--- src/rtl/cve2_wb_pipe_stage_if.sv ---
// Handshake and data bundle between ID/EX + LSU (master) and the registered
// writeback stage (slave).
interface cve2_wb_pipe_stage_if #(
    parameter int unsigned DataWidth    = 32,
    parameter int unsigned RegAddrWidth = 5,
    parameter int unsigned PcWidth      = 32
);
    // ID/EX -> WB
    logic                    en_wb_i;
    logic [1:0]              instr_type_wb_i;
    logic [PcWidth-1:0]      pc_id_i;
    logic                    instr_is_compressed_id_i;
    logic                    instr_perf_count_id_i;
    logic [RegAddrWidth-1:0] rf_waddr_id_i;
    logic [DataWidth-1:0]    rf_wdata_id_i;
    logic                    rf_we_id_i;

    // LSU -> WB
    logic [DataWidth-1:0]    rf_wdata_lsu_i;
    logic                    rf_we_lsu_i;
    logic                    lsu_resp_valid_i;
    logic                    lsu_resp_err_i;

    // WB -> ID / register file / performance counters
    logic                    ready_wb_o;
    logic                    rf_write_wb_o;
    logic                    outstanding_load_wb_o;
    logic                    outstanding_store_wb_o;
    logic [PcWidth-1:0]      pc_wb_o;
    logic                    perf_instr_ret_wb_o;
    logic                    perf_instr_ret_compressed_wb_o;
    logic                    perf_instr_ret_wb_spec_o;
    logic                    perf_instr_ret_compressed_wb_spec_o;
    logic [DataWidth-1:0]    rf_wdata_fwd_wb_o;
    logic [RegAddrWidth-1:0] rf_waddr_wb_o;
    logic [DataWidth-1:0]    rf_wdata_wb_o;
    logic                    rf_we_wb_o;
    logic                    instr_done_wb_o;

    modport master (
        output en_wb_i, instr_type_wb_i, pc_id_i, instr_is_compressed_id_i,
               instr_perf_count_id_i, rf_waddr_id_i, rf_wdata_id_i, rf_we_id_i,
               rf_wdata_lsu_i, rf_we_lsu_i, lsu_resp_valid_i, lsu_resp_err_i,
        input  ready_wb_o, rf_write_wb_o, outstanding_load_wb_o, outstanding_store_wb_o,
               pc_wb_o, perf_instr_ret_wb_o, perf_instr_ret_compressed_wb_o,
               perf_instr_ret_wb_spec_o, perf_instr_ret_compressed_wb_spec_o,
               rf_wdata_fwd_wb_o, rf_waddr_wb_o, rf_wdata_wb_o, rf_we_wb_o,
               instr_done_wb_o
    );

    modport slave (
        input  en_wb_i, instr_type_wb_i, pc_id_i, instr_is_compressed_id_i,
               instr_perf_count_id_i, rf_waddr_id_i, rf_wdata_id_i, rf_we_id_i,
               rf_wdata_lsu_i, rf_we_lsu_i, lsu_resp_valid_i, lsu_resp_err_i,
        output ready_wb_o, rf_write_wb_o, outstanding_load_wb_o, outstanding_store_wb_o,
               pc_wb_o, perf_instr_ret_wb_o, perf_instr_ret_compressed_wb_o,
               perf_instr_ret_wb_spec_o, perf_instr_ret_compressed_wb_spec_o,
               rf_wdata_fwd_wb_o, rf_waddr_wb_o, rf_wdata_wb_o, rf_we_wb_o,
               instr_done_wb_o
    );
endinterface

--- src/rtl/cve2_wb_pipe_stage.sv ---
// Registered writeback stage: holds one retired ID/EX instruction, writes its
// result (or the load data) to the register file and drives retire pulses.
module cve2_wb_pipe_stage #(
    parameter int unsigned DataWidth    = 32,
    parameter int unsigned RegAddrWidth = 5,
    parameter int unsigned PcWidth      = 32
) (
    input logic                  clk_i,
    input logic                  rst_i,
    cve2_wb_pipe_stage_if.slave  wb
);
    localparam logic [1:0] WB_INSTR_LOAD  = 2'b00;
    localparam logic [1:0] WB_INSTR_STORE = 2'b01;
    localparam logic [1:0] WB_INSTR_OTHER = 2'b10;

    localparam logic [0:0] EMPTY = 1'b0;
    localparam logic [0:0] FULL  = 1'b1;

    logic [0:0]              valid_q;
    logic [1:0]              type_q;
    logic [PcWidth-1:0]      pc_q;
    logic [RegAddrWidth-1:0] waddr_q;
    logic [DataWidth-1:0]    wdata_q;
    logic                    we_q;
    logic                    compressed_q;
    logic                    perf_q;

    logic full;
    logic is_load;
    logic is_store;
    logic is_other;
    logic lsu_resp;
    logic lsu_err;
    logic wb_done;
    logic accept;
    logic we_other;
    logic we_load;
    logic [DataWidth-1:0] rf_wdata_mux;

    assign full     = (valid_q == FULL);
    assign is_load  = full & (type_q == WB_INSTR_LOAD);
    assign is_store = full & (type_q == WB_INSTR_STORE);
    assign is_other = full & (type_q == WB_INSTR_OTHER);

    // A response only counts when a memory instruction is actually waiting.
    assign lsu_resp = wb.lsu_resp_valid_i & (is_load | is_store);
    assign lsu_err  = lsu_resp & wb.lsu_resp_err_i;

    assign wb_done = is_other | lsu_resp;
    assign accept  = wb.en_wb_i & wb.ready_wb_o;

    always_ff @(posedge clk_i or posedge rst_i) begin
        if (rst_i) begin
            valid_q      <= EMPTY;
            type_q       <= 2'b00;
            pc_q         <= '0;
            waddr_q      <= '0;
            wdata_q      <= '0;
            we_q         <= 1'b0;
            compressed_q <= 1'b0;
            perf_q       <= 1'b0;
        end else if (accept) begin
            // Retiring and capturing in the same cycle leaves no bubble.
            valid_q      <= FULL;
            type_q       <= wb.instr_type_wb_i;
            pc_q         <= wb.pc_id_i;
            waddr_q      <= wb.rf_waddr_id_i;
            wdata_q      <= wb.rf_wdata_id_i;
            we_q         <= wb.rf_we_id_i;
            compressed_q <= wb.instr_is_compressed_id_i;
            perf_q       <= wb.instr_perf_count_id_i;
        end else if (wb_done) begin
            valid_q      <= EMPTY;
        end
    end

    assign we_other = is_other & we_q;
    // Error responses never write, whatever the LSU requests.
    assign we_load  = is_load & lsu_resp & ~lsu_err & wb.rf_we_lsu_i;

    genvar gi;
    generate
        for (gi = 0; gi < int'(DataWidth); gi++) begin : g_wdata_mux
            assign rf_wdata_mux[gi] = (we_other & wdata_q[gi]) |
                                      (we_load  & wb.rf_wdata_lsu_i[gi]);
        end
    endgenerate

    assign wb.ready_wb_o             = ~full | wb_done;
    assign wb.instr_done_wb_o        = wb_done;
    assign wb.rf_we_wb_o             = we_other | we_load;
    assign wb.rf_wdata_wb_o          = rf_wdata_mux;
    assign wb.rf_waddr_wb_o          = waddr_q;
    assign wb.rf_write_wb_o          = full & (we_q | (type_q == WB_INSTR_LOAD));
    assign wb.rf_wdata_fwd_wb_o      = wdata_q;
    assign wb.outstanding_load_wb_o  = is_load;
    assign wb.outstanding_store_wb_o = is_store;
    assign wb.pc_wb_o                = pc_q;

    assign wb.perf_instr_ret_wb_o                 = wb_done & perf_q & ~lsu_err;
    assign wb.perf_instr_ret_compressed_wb_o      = wb_done & perf_q & ~lsu_err & compressed_q;
    assign wb.perf_instr_ret_wb_spec_o            = full & perf_q & ~wb_done;
    assign wb.perf_instr_ret_compressed_wb_spec_o = full & perf_q & ~wb_done & compressed_q;

    a_no_accept_when_busy: assert property (@(posedge clk_i) disable iff (rst_i)
        !(wb.en_wb_i && !wb.ready_wb_o));

    a_rf_write_onehot: assert property (@(posedge clk_i) disable iff (rst_i)
        $onehot0({we_other, we_load}));

    a_store_no_we: assert property (@(posedge clk_i) disable iff (rst_i)
        !(is_store && we_q));

    a_no_spurious_resp: assert property (@(posedge clk_i) disable iff (rst_i)
        !(wb.lsu_resp_valid_i && !(is_load || is_store)));

endmodule

--- src/flat_wrapper.sv ---
// flat-port wrapper written by rule: the top's interface ports become plain ports
module cve2_wb_pipe_stage_flat 
#(
    parameter int unsigned DataWidth    = 32,
    parameter int unsigned RegAddrWidth = 5,
    parameter int unsigned PcWidth      = 32
)
  (clk_i, rst_i, wb_en_wb_i, wb_instr_type_wb_i, wb_pc_id_i, wb_instr_is_compressed_id_i, wb_instr_perf_count_id_i, wb_rf_waddr_id_i, wb_rf_wdata_id_i, wb_rf_we_id_i, wb_rf_wdata_lsu_i, wb_rf_we_lsu_i, wb_lsu_resp_valid_i, wb_lsu_resp_err_i, wb_ready_wb_o, wb_rf_write_wb_o, wb_outstanding_load_wb_o, wb_outstanding_store_wb_o, wb_pc_wb_o, wb_perf_instr_ret_wb_o, wb_perf_instr_ret_compressed_wb_o, wb_perf_instr_ret_wb_spec_o, wb_perf_instr_ret_compressed_wb_spec_o, wb_rf_wdata_fwd_wb_o, wb_rf_waddr_wb_o, wb_rf_wdata_wb_o, wb_rf_we_wb_o, wb_instr_done_wb_o);
  cve2_wb_pipe_stage_if #(.DataWidth(DataWidth), .RegAddrWidth(RegAddrWidth), .PcWidth(PcWidth)) wb_i ();
  input logic clk_i;
  input logic rst_i;
  input wire logic [$bits(wb_i.en_wb_i)-1:0] wb_en_wb_i;
  input wire logic [$bits(wb_i.instr_type_wb_i)-1:0] wb_instr_type_wb_i;
  input wire logic [$bits(wb_i.pc_id_i)-1:0] wb_pc_id_i;
  input wire logic [$bits(wb_i.instr_is_compressed_id_i)-1:0] wb_instr_is_compressed_id_i;
  input wire logic [$bits(wb_i.instr_perf_count_id_i)-1:0] wb_instr_perf_count_id_i;
  input wire logic [$bits(wb_i.rf_waddr_id_i)-1:0] wb_rf_waddr_id_i;
  input wire logic [$bits(wb_i.rf_wdata_id_i)-1:0] wb_rf_wdata_id_i;
  input wire logic [$bits(wb_i.rf_we_id_i)-1:0] wb_rf_we_id_i;
  input wire logic [$bits(wb_i.rf_wdata_lsu_i)-1:0] wb_rf_wdata_lsu_i;
  input wire logic [$bits(wb_i.rf_we_lsu_i)-1:0] wb_rf_we_lsu_i;
  input wire logic [$bits(wb_i.lsu_resp_valid_i)-1:0] wb_lsu_resp_valid_i;
  input wire logic [$bits(wb_i.lsu_resp_err_i)-1:0] wb_lsu_resp_err_i;
  output wire logic [$bits(wb_i.ready_wb_o)-1:0] wb_ready_wb_o;
  output wire logic [$bits(wb_i.rf_write_wb_o)-1:0] wb_rf_write_wb_o;
  output wire logic [$bits(wb_i.outstanding_load_wb_o)-1:0] wb_outstanding_load_wb_o;
  output wire logic [$bits(wb_i.outstanding_store_wb_o)-1:0] wb_outstanding_store_wb_o;
  output wire logic [$bits(wb_i.pc_wb_o)-1:0] wb_pc_wb_o;
  output wire logic [$bits(wb_i.perf_instr_ret_wb_o)-1:0] wb_perf_instr_ret_wb_o;
  output wire logic [$bits(wb_i.perf_instr_ret_compressed_wb_o)-1:0] wb_perf_instr_ret_compressed_wb_o;
  output wire logic [$bits(wb_i.perf_instr_ret_wb_spec_o)-1:0] wb_perf_instr_ret_wb_spec_o;
  output wire logic [$bits(wb_i.perf_instr_ret_compressed_wb_spec_o)-1:0] wb_perf_instr_ret_compressed_wb_spec_o;
  output wire logic [$bits(wb_i.rf_wdata_fwd_wb_o)-1:0] wb_rf_wdata_fwd_wb_o;
  output wire logic [$bits(wb_i.rf_waddr_wb_o)-1:0] wb_rf_waddr_wb_o;
  output wire logic [$bits(wb_i.rf_wdata_wb_o)-1:0] wb_rf_wdata_wb_o;
  output wire logic [$bits(wb_i.rf_we_wb_o)-1:0] wb_rf_we_wb_o;
  output wire logic [$bits(wb_i.instr_done_wb_o)-1:0] wb_instr_done_wb_o;
  assign wb_i.en_wb_i = wb_en_wb_i;
  assign wb_i.instr_type_wb_i = wb_instr_type_wb_i;
  assign wb_i.pc_id_i = wb_pc_id_i;
  assign wb_i.instr_is_compressed_id_i = wb_instr_is_compressed_id_i;
  assign wb_i.instr_perf_count_id_i = wb_instr_perf_count_id_i;
  assign wb_i.rf_waddr_id_i = wb_rf_waddr_id_i;
  assign wb_i.rf_wdata_id_i = wb_rf_wdata_id_i;
  assign wb_i.rf_we_id_i = wb_rf_we_id_i;
  assign wb_i.rf_wdata_lsu_i = wb_rf_wdata_lsu_i;
  assign wb_i.rf_we_lsu_i = wb_rf_we_lsu_i;
  assign wb_i.lsu_resp_valid_i = wb_lsu_resp_valid_i;
  assign wb_i.lsu_resp_err_i = wb_lsu_resp_err_i;
  assign wb_ready_wb_o = wb_i.ready_wb_o;
  assign wb_rf_write_wb_o = wb_i.rf_write_wb_o;
  assign wb_outstanding_load_wb_o = wb_i.outstanding_load_wb_o;
  assign wb_outstanding_store_wb_o = wb_i.outstanding_store_wb_o;
  assign wb_pc_wb_o = wb_i.pc_wb_o;
  assign wb_perf_instr_ret_wb_o = wb_i.perf_instr_ret_wb_o;
  assign wb_perf_instr_ret_compressed_wb_o = wb_i.perf_instr_ret_compressed_wb_o;
  assign wb_perf_instr_ret_wb_spec_o = wb_i.perf_instr_ret_wb_spec_o;
  assign wb_perf_instr_ret_compressed_wb_spec_o = wb_i.perf_instr_ret_compressed_wb_spec_o;
  assign wb_rf_wdata_fwd_wb_o = wb_i.rf_wdata_fwd_wb_o;
  assign wb_rf_waddr_wb_o = wb_i.rf_waddr_wb_o;
  assign wb_rf_wdata_wb_o = wb_i.rf_wdata_wb_o;
  assign wb_rf_we_wb_o = wb_i.rf_we_wb_o;
  assign wb_instr_done_wb_o = wb_i.instr_done_wb_o;
  cve2_wb_pipe_stage #(.DataWidth(DataWidth), .RegAddrWidth(RegAddrWidth), .PcWidth(PcWidth)) u_core (.clk_i(clk_i), .rst_i(rst_i), .wb(wb_i));
endmodule
--- config.mk ---
export PLATFORM = sky130hd
export DESIGN_NAME = cve2_wb_pipe_stage_flat
export DESIGN_NICKNAME = d
export VERILOG_FILES = /design/src/rtl/cve2_wb_pipe_stage_if.sv /design/src/rtl/cve2_wb_pipe_stage.sv /design/src/flat_wrapper.sv
export SDC_FILE = /design/constraint.sdc
export NUM_CORES = 1
export LEC_CHECK = 0
export CORE_ASPECT_RATIO = 0.8
export CORE_UTILIZATION = 32
export CTS_CLUSTER_DIAMETER = 150
export DETAILED_ROUTE_END_ITERATION = 10
export HOLD_SLACK_MARGIN = 0.03
export PLACE_DENSITY = 0.87
export SETUP_SLACK_MARGIN = 0.15
export SYNTH_ARGS = -nofsm -noshare
export SYNTH_HDL_FRONTEND = slang
export SYNTH_SLANG_ARGS = --single-unit
--- constraint.sdc ---
create_clock -name clk_i -period 2.7 [get_ports clk_i]
set_clock_uncertainty 0.15 [all_clocks]
set_input_delay 0.675 -clock clk_i [delete_from_list [all_inputs] [get_ports clk_i]]
set_output_delay 0.675 -clock clk_i [all_outputs]
set_load 0.005 [all_outputs]
==> results of run 1 <==
==> worst max path at each step <==
stage,start,slack (ps),depth (start not counted),endpoint
6_report,u_core.type_q[1],-90,5,wb_perf_instr_ret_compressed_wb_o
5_1_grt,u_core.type_q[1],-140,5,wb_perf_instr_ret_compressed_wb_o
4_1_cts,u_core.type_q[1],-90,7,wb_rf_wdata_wb_o[24]
3_5_place_dp,wb_lsu_resp_valid_i,-550,5,wb_perf_instr_ret_compressed_wb_o
3_3_place_gp,wb_lsu_resp_valid_i,-540,5,wb_perf_instr_ret_compressed_wb_o
2_1_floorplan,wb_lsu_resp_err_i,420,3,wb_perf_instr_ret_compressed_wb_o
==> cells in the mapped netlist (all sizes together) <==
master	n
nand2	6
and2	2
or3b	1
mux2	73
inv	3
nor3	1
a21oi	1
a22o	33
clkbuf	4
nor2	2
and3b	1
nand3	1
nor3b	1
nand2b	3
buf	11
a21o	2
a31oi	1
or2	1
dfrtp	75
and4b	1
==> cell usage in the layout, fill, tap and decap left out, types with 2 or more instances in the layout <==
| cell | synthesis | routed |
|---|---|---|
| clkdlybuf4s50_1 | 0 | 178 |
| a22o_1 | 33 | 33 |
| inv_1 | 3 | 2 |
| buf_16 | 0 | 3 |
| buf_6 | 7 | 7 |
| dlygate4sd2_1 | 0 | 5 |
| buf_2 | 2 | 29 |
| buf_12 | 0 | 7 |
| nand2b_1 | 3 | 2 |
| and2_1 | 2 | 2 |
| clkbuf_2 | 1 | 5 |
| clkinv_2 | 0 | 3 |
| mux2_2 | 18 | 18 |
| a21o_1 | 2 | 2 |
| mux2_1 | 55 | 55 |
| clkbuf_16 | 0 | 10 |
| clkinvlp_4 | 0 | 5 |
| buf_4 | 2 | 14 |
| dfrtp_1 | 75 | 75 |
| clkdlybuf4s15_1 | 0 | 3 |
| nand2_1 | 6 | 5 |
==> layout make-up <==
cell class                 instances  area (sq um)  share of cell area [%]
inverter                           3          15.0                   0.245
timing repair buffer             254          2480                    40.5
tap                              136           170                    2.78
sequential                        75          1880                    30.6
clock buffer                       9           225                    3.67
clock inverter                     7          45.0                   0.735
multi-input combinational        130          1310                    21.4
==> metrics by stage <==
step	area [sq um]	worst slack, ps
finish	6130	-93.6
floorplan	3280	420
global route	6130	-143
CTS	6080	-92.4
detailed placement	5720	-554
global placement	5720	-544
==> metal layers <==
layer | up-vias | global-route usage (%) | part of all wire, %
met1 | 1436 | 22.3 | 40
li1 | 1320 | - | -
met3 | 14 | 8.05 | 9.3
met4 | 0 | 8.55 | 1.4
met5 | - | 0 | 0
met2 | 145 | 35.0 | 49
==> worst reg2reg max path, stage by stage, from the launching register on <==
cell	delay (ps)
dfrtp_1	410
buf_4	180
nand2b_1	190
buf_4	170
a31oi_4	250
buf_12	260
mux2_1	410
==> where the power goes <==
group          leakage (nW)  internal [W]  total [W]  switching, W
clock                 0.123      0.000616    0.00108      0.000461
sequential            0.872       0.00170    0.00208      0.000388
combinational          1.65       0.00187    0.00283      0.000966
==> registers in the layout, indices dropped and copies added (netlist names) <==
name,cells
u_core.compressed_q,1
u_core.full,1
u_core.perf_q,1
u_core.type_q,2
u_core.wb.pc_wb_o,32
u_core.wb.rf_waddr_wb_o,5
u_core.wb.rf_wdata_fwd_wb_o,32
u_core.we_q,1
==> logic make-up (layout without fill, tap and decap cells) <==
kind of cell	after synthesis	after routing
muxes	73	73
DFF	75	75
AOI/OAI and AO/OA	37	37
and+or+nand+nor	20	20
buffers and inverters	18	273
==> timing repair <==
item | in CTS | in global routing
endpoints found under the setup margin | 40 | 38
gates resized for setup | 144 | 27
pin swaps | 15 | 25
hold buffers | 0 | 0
setup buffers | 9 | 4
cloned | 3 | 1
==> summary.txt, run 1 <==
====================================================================================
Status ................................................................ complete, but fails checks
Violations in the final reports ....................................... negative setup slack
Post-synthesis to final-layout area growth ............................        87.0%
1st-iter DRT viols ....................................................           68
Portion of the post-synthesis area used by sequential elements ........        57.3%
Post-synthesis xor/xnor area fraction .................................           0%
Global routing usage summed across all routing layers .................        20.4%
Arr. time, crit path ..................................................      1970 ps
Level count of the clock H-tree .......................................            3
Post-route clock period utilization ...................................         103%
Max Clk Rate ..........................................................      358 MHz
Port bufs .............................................................          222
Hold_ws ...............................................................       333 ps
First drt pass iteration count ........................................            4
Area share of fa/ha/maj cells after synthesis .........................           0%
Master of the slowest instance on the critical path ...................       or3b_2
Largest cells by area after synthesis ................................. dfrtp_1, mux2_1, a22o_1
Mapped cell area ...................................................... 0.00328 sq mm
Fillcell total ........................................................          765
Startpoint type of the worst setup path ...............................     register
Number of nets produced by synthesis ..................................          335
Number of cells produced by synthesis .................................          223
Standard-cell rows ....................................................           32
Worst hold path cell count ............................................            1
Maximum number of pins on one net before global-route repair ..........           40
Slew @ Worst Pin ......................................................       507 ps
Total power density per cell area .....................................  978 mW/mm^2
Relative slew slack ...................................................        66.2%
Clock tree from TritonCTS .............................................          yes
Area fraction in and, or, nand and nor cells after synthesis ..........        3.59%
Synthesized flop and latch total ......................................           75
Clock slew at reported path FFs .......................................        60 ps
Final-report setup violation count ....................................           15
Hold path startpoint .................................................. u_core.wb.pc_wb_o[3]
Mean cell area of the mapped netlist ..................................   14.7 sq um
Worst min path class ..................................................      reg2reg
Wire length of the first global-routing pass ..........................      16.1 mm
Via count of the first global-routing pass ............................         3142
RSZ-0062 raised after global routing ..................................         true
Hpwl dp ...............................................................      7.60 mm
Period minus WS final .................................................      2790 ps
Number of CTS-inserted buffers ........................................            9
Count of nets left with antenna violations after detail routing .......            0
Sequence of cells on the critical path ................................ buf_4 -> or3b_2 -> a21oi_2 -> and2_1 -> dlygate4sd2_1
Clock sink count ......................................................           75
Total overflow reported by the global router ..........................            0
Count of non-filler cells in the finished layout ......................          614
Total Neg Setup Slack .................................................      -319 ps
Chip Height ...........................................................      92.5 um
Instance count after placement with tap cells included ................          581
Slew Limit Fails ......................................................            0
Total I/O pin count ...................................................          223
Wirelength, routed ....................................................      10.7 mm
Startpoint of the worst-slack reg-to-reg timing path .................. u_core.type_q[1]
Post-route core utilization ...........................................        62.5%
Synthesis warning total ...............................................            0
Diodes inserted .......................................................            0
Highest net fanout along the worst path ...............................            6
Endpoint class of the critical path ................................... primary output
Combinational family with the most area after synthesis ............... multiplexers
Initial Util ..........................................................        33.4%
Worst reg2reg setup slack .............................................       560 ps
Routed vias ...........................................................         2915
Proportion of layout cells with a drive suffix above 1 ................        23.6%
Required arrival time at the worst endpoint ...........................      1880 ps
Number of failing hold endpoints at the final stage ...................            0
Number of remaining DRC errors ........................................            0
Maximum Capacitance Violations ........................................            0
Compound-cell area share of the yosys netlist .........................        10.1%
Initial antenna violation count .......................................            0
Count of buffer and inverter cells on the critical path ...............            2
Drt via density .......................................................         4.75
Cell type with the largest total area after synthesis .................      dfrtp_1
Worst Setup Path Type .................................................      reg2out
Post-layout total power ...............................................    0.00600 W
Delay of the slowest critical-path stage ..............................       480 ps
Source-to-sink clock delay at the later pin of the worst-skew pair ....       330 ps
Leakage power of the design ...........................................      2.65 nW
Unique cell type count in the Yosys netlist ...........................           24
Gate family responsible for the most delay along the worst path ....... simple AND/OR/NAND/NOR gates
Capture point of the worst reg-to-reg path ............................ u_core.wb.rf_waddr_wb_o[2]
Floorplan die area .................................................... 0.0107 sq mm
Maximum clock insertion buffer count ..................................            2
Buffer type at the clock tree root ....................................    clkbuf_16
Logic depth of the worst register-to-register path ....................            6
Multiplexer share of the synthesized area .............................        25.1%
Peak supply drop ......................................................   0.000519 V
Chip width ............................................................       115 um
Number of nets at the end of the flow .................................          585
Sink of the worst hold path ........................................... u_core.wb.pc_wb_o[3]
Post-DR wirelength/cell ...............................................      17.4 um
Final worst setup slack ...............................................     -93.6 ps
Portion of synthesized cell area occupied by the leading cell type ....        57.3%
Placeable core region ................................................. 0.00981 sq mm
Weighted congestion at the end of routability-driven global placement .        0.737
====================================================================================
Note: power is estimated with default switching activity, not from simulation.
==> inputs of run 2 (changes only) <==
--- a/config.mk
+++ b/config.mk
@@ -5,6 +5,7 @@
 export SDC_FILE = /design/constraint.sdc
 export NUM_CORES = 1
 export LEC_CHECK = 0
+export CAP_MARGIN = 20
 export CORE_ASPECT_RATIO = 0.8
 export CORE_UTILIZATION = 32
 export CTS_CLUSTER_DIAMETER = 150
==> results of run 2 <==
No change in the layout: final DEF, timing and power equal those of run 1.
==> inputs of run 3 (changes only) <==
--- a/config.mk
+++ b/config.mk
@@ -13,6 +13,7 @@
 export HOLD_SLACK_MARGIN = 0.03
 export PLACE_DENSITY = 0.87
 export SETUP_SLACK_MARGIN = 0.15
+export SKIP_CTS_REPAIR_TIMING = 1
 export SYNTH_ARGS = -nofsm -noshare
 export SYNTH_HDL_FRONTEND = slang
 export SYNTH_SLANG_ARGS = --single-unit
==> summary.txt, run 3 (same netlist as run 1, synthesis figures left out) <==
====================================================================================
Status ................................................................ complete, but fails checks
Violations in the final reports ....................................... negative setup slack
Number of failing hold endpoints at the final stage ...................            0   unchanged
Post-route clock period utilization ...................................         107%   +3.6 points
Maximum clock insertion buffer count ..................................            2   unchanged
Highest net fanout along the worst path ...............................            5   -1
Initial Util ..........................................................        33.4%   unchanged
Chip width ............................................................       115 um   unchanged
Sequential group share of total power .................................        34.4%   -0.4 points
Instance count after placement with tap cells included ................          581   unchanged
Leakage power of the design ...........................................      3.08 nW   +16%
RSZ-0062 raised after global routing ..................................         true
Slew @ Worst Pin ......................................................       513 ps   +5.63 ps
Proportion of layout cells with a drive suffix above 1 ................        21.3%   -2.4 points
Initial antenna violation count .......................................            0   unchanged
Post-synthesis to final-layout area growth ............................        93.5%
Via count of the first global-routing pass ............................         3040   -3.2%
Total power density per cell area .....................................  956 mW/mm^2   -2.3%
Count of non-filler cells in the finished layout ......................          625   +1.8%
Sequence of cells on the critical path ................................ nor3b_4 -> and4b_4 -> buf_4 -> clkbuf_16 -> buf_4 -> buf_4 -> a22o_1 -> clkbuf_2
Worst Setup Path Type .................................................      reg2out
Drt via density .......................................................         4.72   -0.61%
Diodes inserted .......................................................            0   unchanged
Clock group share of total power ......................................        17.8%   -0.2 points
Number of CTS-inserted buffers ........................................            9   unchanged
Count of nets left with antenna violations after detail routing .......            0   unchanged
Clock tree from TritonCTS .............................................          yes
Level count of the clock H-tree .......................................            3   unchanged
Post-Place Setup Slack ................................................      -554 ps   unchanged
Worst min path class ..................................................      reg2reg
Switching Fraction ....................................................        30.0%   -0.23 points
Slew Limit Fails ......................................................            0   unchanged
Delay of the slowest critical-path stage ..............................       410 ps   -70 ps
Max Clk Rate ..........................................................      346 MHz   -3.4%
Peak supply drop ......................................................   0.000520 V   +0.21%
Net switching power ...................................................    0.00182 W   +0.36%
Required arrival time at the worst endpoint ...........................      1880 ps   about the same
Weighted congestion at the end of routability-driven global placement .        0.737   unchanged
Placeable core region ................................................. 0.00981 sq mm   unchanged
Number of nets at the end of the flow .................................          596   +1.9%
Clock sink count ......................................................           75   unchanged
Total overflow reported by the global router ..........................            0   unchanged
Startpoint of the worst-slack reg-to-reg timing path .................. u_core.type_q[1]
Most used cell along the critical path ................................        buf_4
Hpwl dp ...............................................................      7.60 mm   unchanged
Source-to-sink clock delay at the later pin of the worst-skew pair ....       330 ps   about the same
Period minus WS final .................................................      2890 ps   +97.1 ps
Final cell area excluding filler cells ................................ 0.00634 sq mm   +3.5%
Startpoint type of the worst setup path ...............................     register
Commonest cells after routing, fill and taps aside .................... clkdlybuf4s50_1, dfrtp_1, mux2_1
Routed vias ...........................................................         2949   +1.2%
Master of the slowest instance on the critical path ...................      dfrtp_1
Port bufs .............................................................          222   unchanged
Hold path startpoint .................................................. u_core.wb.pc_wb_o[3]
Final worst setup slack ...............................................      -191 ps   -97.1 ps
Endpoint class of the critical path ................................... primary output
1st-iter DRT viols ....................................................           65   -4.4%
Number of remaining DRC errors ........................................            0   unchanged
Arr. time, crit path ..................................................      2070 ps   +100 ps
Cell internal pwr .....................................................    0.00424 W   +1.5%
Global routing usage summed across all routing layers .................        18.8%   -1.5 points
Floorplan die area .................................................... 0.0107 sq mm   unchanged
Power share of the combinational group ................................        47.8%   +0.5 points
Standard-cell rows ....................................................           32   unchanged
Wire length of the first global-routing pass ..........................      15.1 mm   -6.3%
First drt pass iteration count ........................................            4   unchanged
Post-DR wirelength/cell ...............................................      17.7 um   +1.8%
Crit path from ........................................................ u_core.type_q[0]
Wirelength, routed ....................................................      11.1 mm   +3.6%
Buffer type at the clock tree root ....................................    clkbuf_16
Placed instance area .................................................. 0.00572 sq mm   unchanged
Total I/O pin count ...................................................          223   unchanged
Total Neg Setup Slack .................................................     -1610 ps   -1290 ps
Chip Height ...........................................................      92.5 um   unchanged
Final-report setup violation count ....................................           19   +4
Clock slew at reported path FFs .......................................        60 ps   about the same
Maximum Capacitance Violations ........................................            0   unchanged
Relative slew slack ...................................................        65.8%   -0.38 points
Most common library cell in the layout ignoring fill and taps ......... clkdlybuf4s50_1
Maximum number of pins on one net before global-route repair ..........           40   unchanged
====================================================================================
## run 3: area by class of cell
type | instances | area [sq um]
Clock buffer | 9 | 225
Clock inverter | 7 | 45.0
Fill cell | 719 | 3470
Inverter | 3 | 15.0
Multi-Input combinational cell | 130 | 1310
Sequential cell | 75 | 1880
Tap cell | 136 | 170
Timing Repair Buffer | 265 | 2700
## run 3: through the flow
step,hold WS [ps],power (W),util (%)
2_1_floorplan,308,0.00303,-
3_3_place_gp,317,0.00485,58.3
3_5_place_dp,324,0.00497,58.3
4_1_cts,338,0.00609,61.1
5_1_grt,342,0.00642,64.7
6_report,333,0.00606,64.7
## run 3: per-layer routing
metal | up-vias | track usage [%] | wire, um
li1 | 1341 | - | -
met1 | 1454 | 20.5 | 4490
met2 | 141 | 32.6 | 5500
met3 | 13 | 7.59 | 936
met4 | 0 | 7.36 | 142
met5 | - | 0 | 0
## run 3: worst max-delay path, delay by kind of cell (launching register included)
kind	cells	cell delay, ps
simple gates	2	610
buf+inv	5	580
flops	1	410
compound gates	1	120
## run 3: power by group through the flow
stage	clock (W)	sequential, W	combinational [W]
after CTS	0.00111	0.00209	0.00288
after detailed placement	0	0.00210	0.00287
after global routing	0.00116	0.00216	0.00309
after global placement	0	0.00206	0.00279
final	0.00108	0.00209	0.00290
after floorplan	0	0.00207	0.000963
## run 3: path summary, 6_finish.rpt
path / to / slack [ps] / cells past startpoint
hold / removal: u_core.wb.pc_wb_o[3] / 330 / 1
setup reg to reg: u_core.wb.rf_waddr_wb_o[2] / 590 / 6
min in group asynchronous: u_core.wb.rf_waddr_wb_o[2] / 670 / 3
setup / recovery: wb_rf_wdata_wb_o[4] / -190 / 8
max in group asynchronous: u_core.full / 1340 / 3
hold reg to reg: u_core.wb.pc_wb_o[3] / 330 / 1
